--- src/rtl/pipeline_stage_elastic_if.sv ---
// rtl/pipeline_stage_elastic_if.sv - valid/ready stage-boundary bundle for pipeline_stage_elastic
// Purpose: carries one pipeline entry (result, destination, write-enable, opcode) with a
//          valid/ready handshake between two pipeline stages.
// Signals: valid      producer -> consumer  entry valid
//          ready      consumer -> producer  consumer accepts entry
//          alu_result producer -> consumer  result payload (DATA_W)
//          rd         producer -> consumer  destination register (RD_W)
//          regwrite   producer -> consumer  register write enable
//          op         producer -> consumer  opcode (OP_W)
// Modports: master = producer side, slave = consumer side.
interface pipeline_stage_elastic_if #(
  parameter int DATA_W = 32,
  parameter int RD_W   = 5,
  parameter int OP_W   = 7
);
  logic              valid;
  logic              ready;
  logic [DATA_W-1:0] alu_result;
  logic [RD_W-1:0]   rd;
  logic              regwrite;
  logic [OP_W-1:0]   op;

  modport master (output valid, alu_result, rd, regwrite, op, input ready);
  modport slave  (input valid, alu_result, rd, regwrite, op, output ready);
endinterface

--- src/rtl/pipeline_stage_elastic.sv ---
// rtl/pipeline_stage_elastic.sv - elastic pipeline register with flush and optional skid buffer
// Purpose: registers one pipeline entry per cycle between two stages (e.g. EX->MEM).
//          SKID=1: two entries (main + skid), in_ready is registered state only.
//          SKID=0: one entry, in_ready = !out_valid | out_ready.
// Ports:   clk     clock, rising edge
//          reset   synchronous, active-low
//          flush   discard held entries and the entry offered this cycle
//          in_if   slave side of the upstream handshake (in_if.ready is our in_ready)
//          out_if  master side of the downstream handshake; out_if.regwrite is gated
//                  by out_valid so a stale write never reaches the register file
module pipeline_stage_elastic #(
  parameter int DATA_W = 32,
  parameter int RD_W   = 5,
  parameter int OP_W   = 7,
  parameter int SKID   = 1
) (
  input logic                      clk,
  input logic                      reset,
  input logic                      flush,
  pipeline_stage_elastic_if.slave  in_if,
  pipeline_stage_elastic_if.master out_if
);

  localparam int PW = DATA_W + RD_W + 1 + OP_W;

  typedef enum logic [1:0] {
    S_EMPTY = 2'd0,
    S_BUSY  = 2'd1,
    S_FULL  = 2'd2
  } state_t;

  state_t        state_q;
  state_t        state_d;
  logic [PW-1:0] main_q;
  logic [PW-1:0] skid_q;
  logic [PW-1:0] in_payload;
  logic          main_regwrite;
  logic          in_ready_c;
  logic          out_valid_c;
  logic          accept;
  logic          issue;
  logic          load_main_in;
  logic          load_main_skid;
  logic          load_skid;

  assign in_payload = {in_if.alu_result, in_if.rd, in_if.regwrite, in_if.op};

  always_comb begin
    state_d        = state_q;
    in_ready_c     = 1'b0;
    out_valid_c    = 1'b0;
    accept         = 1'b0;
    issue          = 1'b0;
    load_main_in   = 1'b0;
    load_main_skid = 1'b0;
    load_skid      = 1'b0;

    unique case (state_q)
      S_EMPTY: begin
        in_ready_c  = 1'b1;
        out_valid_c = 1'b0;
      end
      S_BUSY: begin
        // Without the skid register the only way to take a new entry while
        // holding one is to hand the held one downstream in the same cycle.
        in_ready_c  = (SKID != 0) ? 1'b1 : out_if.ready;
        out_valid_c = 1'b1;
      end
      S_FULL: begin
        in_ready_c  = 1'b0;
        out_valid_c = 1'b1;
      end
      default: begin
        in_ready_c  = 1'b0;
        out_valid_c = 1'b0;
      end
    endcase

    // in_ready must read 0 for as long as reset is held low.
    if (!reset) begin
      in_ready_c = 1'b0;
    end

    accept = in_if.valid & in_ready_c & ~flush;
    issue  = out_valid_c & out_if.ready;

    unique case (state_q)
      S_EMPTY: begin
        if (accept) begin
          load_main_in = 1'b1;
          state_d      = S_BUSY;
        end
      end
      S_BUSY: begin
        if (accept && issue) begin
          load_main_in = 1'b1;
        end else if (accept) begin
          // Only reachable with SKID!=0: in_ready is 0 here otherwise.
          load_skid = 1'b1;
          state_d   = S_FULL;
        end else if (issue) begin
          state_d = S_EMPTY;
        end
      end
      S_FULL: begin
        if (issue) begin
          load_main_skid = 1'b1;
          state_d        = S_BUSY;
        end
      end
      default: begin
        state_d = S_EMPTY;
      end
    endcase

    // Flush empties the stage. Register loads are suppressed so the data
    // outputs keep their last value while out_valid is low.
    if (flush) begin
      state_d        = S_EMPTY;
      load_main_in   = 1'b0;
      load_main_skid = 1'b0;
      load_skid      = 1'b0;
    end
  end

  always_ff @(posedge clk) begin
    if (!reset) begin
      state_q <= S_EMPTY;
      main_q  <= '0;
      skid_q  <= '0;
    end else begin
      state_q <= state_d;
      if (load_main_in) begin
        main_q <= in_payload;
      end else if (load_main_skid) begin
        main_q <= skid_q;
      end
      if (load_skid) begin
        skid_q <= in_payload;
      end
    end
  end

  assign in_if.ready = in_ready_c;
  assign out_if.valid = out_valid_c;
  assign {out_if.alu_result, out_if.rd, main_regwrite, out_if.op} = main_q;
  assign out_if.regwrite = out_valid_c & main_regwrite;

endmodule
--- src/flat_wrapper.sv ---
// flat-port wrapper written by rule: the top's interface ports become plain ports
module pipeline_stage_elastic_flat 
#(
  parameter int DATA_W = 32,
  parameter int RD_W   = 5,
  parameter int OP_W   = 7,
  parameter int SKID   = 1
)
  (clk, reset, flush, in_if_valid, in_if_alu_result, in_if_rd, in_if_regwrite, in_if_op, in_if_ready, out_if_valid, out_if_alu_result, out_if_rd, out_if_regwrite, out_if_op, out_if_ready);
  pipeline_stage_elastic_if #(.DATA_W(DATA_W), .RD_W(RD_W), .OP_W(OP_W)) in_if_i ();
  pipeline_stage_elastic_if #(.DATA_W(DATA_W), .RD_W(RD_W), .OP_W(OP_W)) out_if_i ();
  input logic clk;
  input logic reset;
  input logic flush;
  input wire logic [$bits(in_if_i.valid)-1:0] in_if_valid;
  input wire logic [$bits(in_if_i.alu_result)-1:0] in_if_alu_result;
  input wire logic [$bits(in_if_i.rd)-1:0] in_if_rd;
  input wire logic [$bits(in_if_i.regwrite)-1:0] in_if_regwrite;
  input wire logic [$bits(in_if_i.op)-1:0] in_if_op;
  output wire logic [$bits(in_if_i.ready)-1:0] in_if_ready;
  output wire logic [$bits(out_if_i.valid)-1:0] out_if_valid;
  output wire logic [$bits(out_if_i.alu_result)-1:0] out_if_alu_result;
  output wire logic [$bits(out_if_i.rd)-1:0] out_if_rd;
  output wire logic [$bits(out_if_i.regwrite)-1:0] out_if_regwrite;
  output wire logic [$bits(out_if_i.op)-1:0] out_if_op;
  input wire logic [$bits(out_if_i.ready)-1:0] out_if_ready;
  assign in_if_i.valid = in_if_valid;
  assign in_if_i.alu_result = in_if_alu_result;
  assign in_if_i.rd = in_if_rd;
  assign in_if_i.regwrite = in_if_regwrite;
  assign in_if_i.op = in_if_op;
  assign in_if_ready = in_if_i.ready;
  assign out_if_valid = out_if_i.valid;
  assign out_if_alu_result = out_if_i.alu_result;
  assign out_if_rd = out_if_i.rd;
  assign out_if_regwrite = out_if_i.regwrite;
  assign out_if_op = out_if_i.op;
  assign out_if_i.ready = out_if_ready;
  pipeline_stage_elastic #(.DATA_W(DATA_W), .RD_W(RD_W), .OP_W(OP_W), .SKID(SKID)) u_core (.clk(clk), .reset(reset), .flush(flush), .in_if(in_if_i), .out_if(out_if_i));
endmodule
--- config.mk ---
export PLATFORM = sky130hd
export DESIGN_NAME = pipeline_stage_elastic_flat
export DESIGN_NICKNAME = d
export VERILOG_FILES = /design/src/rtl/pipeline_stage_elastic_if.sv /design/src/rtl/pipeline_stage_elastic.sv /design/src/flat_wrapper.sv
export SDC_FILE = /design/constraint.sdc
export NUM_CORES = 1
export LEC_CHECK = 0
export ABC_AREA = 1
export CORE_ASPECT_RATIO = 2
export CORE_MARGIN = 1.5
export CORE_UTILIZATION = 52
export CTS_BUF_LIST = sky130_fd_sc_hd__clkbuf_4 sky130_fd_sc_hd__clkbuf_8 sky130_fd_sc_hd__clkbuf_16
export DETAILED_ROUTE_END_ITERATION = 8
export GPL_TIMING_DRIVEN = 1
export MAX_ROUTING_LAYER = met4
export PLACE_DENSITY = 0.85
export SLEW_MARGIN = 10
export SYNTH_ARGS = -nofsm -noshare
export SYNTH_HDL_FRONTEND = slang
export SYNTH_SLANG_ARGS = --single-unit
export TNS_END_PERCENT = 5
--- constraint.sdc ---
create_clock -name clk -period 1.9 [get_ports clk]
set_input_delay 0.38 -clock clk [delete_from_list [all_inputs] [get_ports clk]]
set_output_delay 0.38 -clock clk [all_outputs]
set_load 0.02 [all_outputs]
**After elaboration in Yosys (flattened, before gate mapping)**

Index checks and enable logic that the tools add are counted.

- Equal/unequal tests: 6
- Multiplexer cells: 21
- Bitwise gates (word level): 6
- Reductions and logical operators: 7

Operator list:

| cell | number |
|---|---|
| 2-to-1 mux 45 bit | 2 |
| 2-to-1 mux 1 bit | 12 |
| 2-to-1 mux 2 bit | 5 |
| one-hot mux 2 bit (3 select lines) | 1 |
| OR reduction 2 bit | 3 |
| bitwise AND 1 bit | 4 |
| inequality test 2 x 1 -> 1 bit (second input constant) | 2 |
| AND reduction 4 bit | 1 |
| inequality test 3 x 1 -> 1 bit (second input constant) | 1 |
| == test 2 x 1 -> 1 bit (second input constant) | 1 |
| == test 2 bit (second input constant) | 1 |
| logical NOT 2 bit | 1 |
| inequality test 2 bit (second input constant) | 1 |
| inverter 1 bit | 2 |
| one-hot mux 1 bit (2 select lines) | 1 |
| nonzero test 2 bit | 1 |
| logical AND 1 bit | 1 |

- Register bits after elaboration: 92
- Input bits: 50
- Logic and storage cells: 43

**Longest topological paths before layout**

- Word-level depth: 11
- Gate-level depth with buffers: 11

**Worst setup path before layout**

No wires, ideal clock.

- Kind: reg-to-reg
- Start point: register u_core.state_q[0]
- End point: register u_core.skid_q[0]
- Data arrival time: 1,670 ps
- Path slack: 102 ps
- Stages on the path, launching flop included: 8
- Period minus slack after synthesis: 1,798 ps
- Cells stage by stage: dfxtp_1 inv_1 ha_1 nand2_1 buf_2 nand2_1 clkbuf_1 a21oi_1

RTL lines:

| element | line | text |
|---|---|---|
| start, declared | pipeline_stage_elastic.sv:32 | `state_t state_q;` |
| start signal, assigned | pipeline_stage_elastic.sv:132 | `state_q <= state_d;` |
| == test 2 x 1 -> 1 bit or == test 2 bit (tied branches) | pipeline_stage_elastic.sv:58 | `unique case (state_q)` |
| OR reduction 2 bit (no source line) * | - |  |
| 2-to-1 mux 1 bit * | pipeline_stage_elastic.sv:58 |  |
| via out_if_valid | flat_wrapper.sv:21 | `output wire logic [$bits(out_if_i.valid)-1:0] out_if_valid;` |
| bitwise AND 1 bit * | pipeline_stage_elastic.sv:85 | `issue = out_valid_c & out_if.ready;` |
| logical AND 1 bit * | pipeline_stage_elastic.sv:95 | `if (accept && issue) begin` |
| 2-to-1 mux 1 bit * | pipeline_stage_elastic.sv:95 |  |
| 2-to-1 mux 1 bit * | pipeline_stage_elastic.sv:87 | `unique case (state_q)` |
| 2-to-1 mux 1 bit * | pipeline_stage_elastic.sv:118 | `if (flush) begin` |
| end signal, assigned | pipeline_stage_elastic.sv:139 | `skid_q <= in_payload;` |
| end, declared | pipeline_stage_elastic.sv:35 | `logic [PW-1:0] skid_q;` |

Mark *: on every way through the listed nets, which the timed path passes. The rest lies on a longest branch.
A chain may end at the register's enable or synchronous reset.

**Final worst setup path**

- Start point: register u_core.state_q[0]
- End point: output out_if_valid

- Longest elaborated chain between the ends: 3

Ends and longest elaborated chain:

| element | line |
|---|---|
| == test 2 x 1 -> 1 bit or == test 2 bit (tied branches) | pipeline_stage_elastic.sv:58 |
| OR reduction 2 bit (no source line) * | - |
| 2-to-1 mux 1 bit * | pipeline_stage_elastic.sv:58 |
| end, declared | flat_wrapper.sv:21 |

Every way passes the cells marked *; elsewhere a longest branch is shown, timed or not.

==> impl_metrics.json <==
{
  "drt_iter0_markers": 335,
  "max-cap-violations": 0,
  "fin_crit_sh_pct": 96.0,
  "p_leak_nw": 2.38,
  "synthTopCellsByArea": "dfxtp_1 (39%), nor2_1 (11%), inv_1 (7.7%), nand2_1 (7.7%), buf_4 (7.2%)",
  "nets": 813,
  "synth.avg_cell_area_um2": 6.58,
  "rsz0062_at_grt": "false",
  "slowest_delay_ns": 0.37,
  "run_status": "finished, final reports clean",
  "clkLatencyLatePin_ns": 0.34,
  "tritoncts": "built",
  "crit_required_ns": 1.52,
  "reg2regPathDepth": 10,
  "clk_pin_slew_ns": 0.07,
  "dieHeight_um": 138,
  "synth_cell_types": 19,
  "hold_class": "reg2reg",
  "root_buffer": "clkbuf_16",
  "slew_headroom_pct": 65.8,
  "setup_slack_ns": 0.0752,
  "utilization_pct": 66.6,
  "gp_congestion": 1.06,
  "end_kind": "primary output",
  "worst_setup_path_start_kind": "flop",
  "dp_hpwl_mm": 7.79,
  "fin_worst_skew_ns": 0.00938,
  "start_util_pct": 53.0,
  "grt_pass1_vias": 4111,
  "ios": 97,
  "syn_nets": 770,
  "stdcell_area_um2": 5920,
  "grtUsageTotal_pct": 23.9,
  "dp.cells": 848,
  "drc": 0,
  "dieArea_um2": 9680,
  "pre_cts_ws_ns": -0.0981,
  "fillers": 778,
  "rows": 49,
  "synth_seq_area_share_pct": 39.1,
  "finalNonFillerCells": 866,
  "diodes": 0,
  "tightest_slew_ns": 0.513,
  "cp_cell_sequence": "inv_1 -> ha_2 -> dlygate4sd2_1",
  "ir_worst_vdd_uv": 644,
  "antenna_found_initial": 0,
  "grt_max_degree": 47,
  "clock-sinks": 92,
  "hold_ws_ns": 0.453,
  "dr.pass1.iters": 6,
  "clockBufferDepth": 2,
  "yosys_warnings": 0,
  "drive_gt1_share_pct": 7.59,
  "synth_top_area_share_pct": 39.1,
  "placed_area_um2": 5550,
  "grt_pass1_wl_mm": 18.3,
  "yosys.area.top_type": "dfxtp_1",
  "worstPathArrival_ns": 1.44,
  "slowest_stage": "dfxtp_2",
  "area_growth_pct": 25.6,
  "overflow": 0,
  "ant_nets": 0,
  "vias_per_cell": 5.23,
  "hold_viol": 0,
  "die_w_um": 70.3,
  "fmax_mhz": 548,
  "vias": 4529,
  "worstSetupPathType": "reg2out",
  "core-area_um2": 8890,
  "drv_slew": 0,
  "period_needed_ns": 1.82,
  "htreeDepth": 3,
  "postSynthCellCount": 716,
  "numCtsBuffers": 9,
  "holdPathStages": 2,
  "io_buffers": 96,
  "ys_ff_latch": 92,
  "wl_mm": 11.8,
  "netlist_area_um2": 4710,
  "crit_fanout": 4,
  "wl_per_cell_um": 13.7,
  "cellPowerDensity_nw_per_um2": 745,
  "setup_violations": 0
}
[worst max-delay path, delay by kind of cell (launching register included)]
family,cells,cell delay (ns)
buffers and inverters,2,0.41
DFF,1,0.37
adders and majority gates,1,0.34
[per-stage QoR]
stage | setup TNS, ns | power [mW]
CTS | 0 | 4.41
global route | 0 | 4.55
finish | 0 | 4.41
floorplan | 0 | 2.36
global placement | -0.665 | 2.59
detailed placement | -2.71 | 2.60
[power by group]
part	switching [mW]	internal (mW)	leakage, nW	total [mW]
logic	0.311	0.264	1.49	0.575
registers	0.0231	1.97	0.745	2.00
clock network	0.798	1.04	0.147	1.84
total	1.13	3.28	2.38	4.41
[path summary, 6_finish.rpt]
kind	from	endpoint	slack [ns]
max	u_core.state_q[0]$_SDFFE_PP0P_	out_if_valid	0.08
min	u_core.skid_q[17]$_SDFFE_PN0P_	u_core.skid_q[17]$_SDFFE_PN0P_	0.45
max reg2reg	u_core.state_q[0]$_SDFFE_PP0P_	u_core.main_q[24]$_SDFFE_PN0P_	0.11
min reg2reg	u_core.skid_q[17]$_SDFFE_PN0P_	u_core.skid_q[17]$_SDFFE_PN0P_	0.45
[cell usage in the layout (no fill, tap or decap), types with 3 or more instances in the layout]
cell type        count
nand3_1             47
a21oi_1             46
clkbuf_16           11
inv_1               97
clkdlybuf4s50_1     92
nor2_1             141
dfxtp_1             91
buf_12              10
buf_4               11
nand2_1             94
o21ai_0             47
inv_2                3
inv_6                3
nand2_2              3
nor3_1              45
ha_1                 3
[kinds of logic (layout without fill, tap and decap cells)]
| group | Yosys count | in the layout | share of synthesized area, % |
|---|---|---|---|
| simple gates | 336 | 336 | 29.7 |
| buf+inv | 189 | 237 | 20.0 |
| compound gates | 95 | 95 | 10.2 |
| flops | 92 | 92 | 39.1 |
| fa+ha+maj | 4 | 4 | 1.06 |
[area by class of cell]
class	instances	area [µm²]	share of cell area (%)
Inverter	100	375	6.34
Tap cell	102	128	2.16
Sequential cell	92	1840	31.1
Multi-Input combinational cell	435	1960	33.1
Clock inverter	7	81.3	1.37
Timing Repair Buffer	121	1310	22.1
Clock buffer	9	225	3.80
[synth_stat cells (all sizes together)]
cell    instances
clkbuf         18
o21ai          49
inv           100
a21oi          46
dfxtp          92
buf            71
ha              4
nor2          142
nand2          98
nand3          50
nor3           45
nand4           1
[state kept, by name, indices dropped and copies added (netlist names)]
register / count
u_core.skid_q: 45
u_core.main_q: 45
u_core.state_q: 2
[routing by layer]
layer,share of wire [%],routed length (µm),vias up,GRT usage (%)
met3,4.4,520,35,4.10
li1,-,-,2256,-
met1,38,4480,2068,23.9
met4,3.4,400,0,12.3
met5,0,0,-,-
met2,54,6420,170,43.6
[repair_timing]
item / in CTS / in global routing
setup endpoints to repair: 4 / 52
pin swaps: 0 / 0
cloned: 0 / 2
setup buffers: 0 / 0
resized for setup: 8 / 7
hold buffers: 0 / 0
No activity file was read; power rests on OpenSTA's default activity.
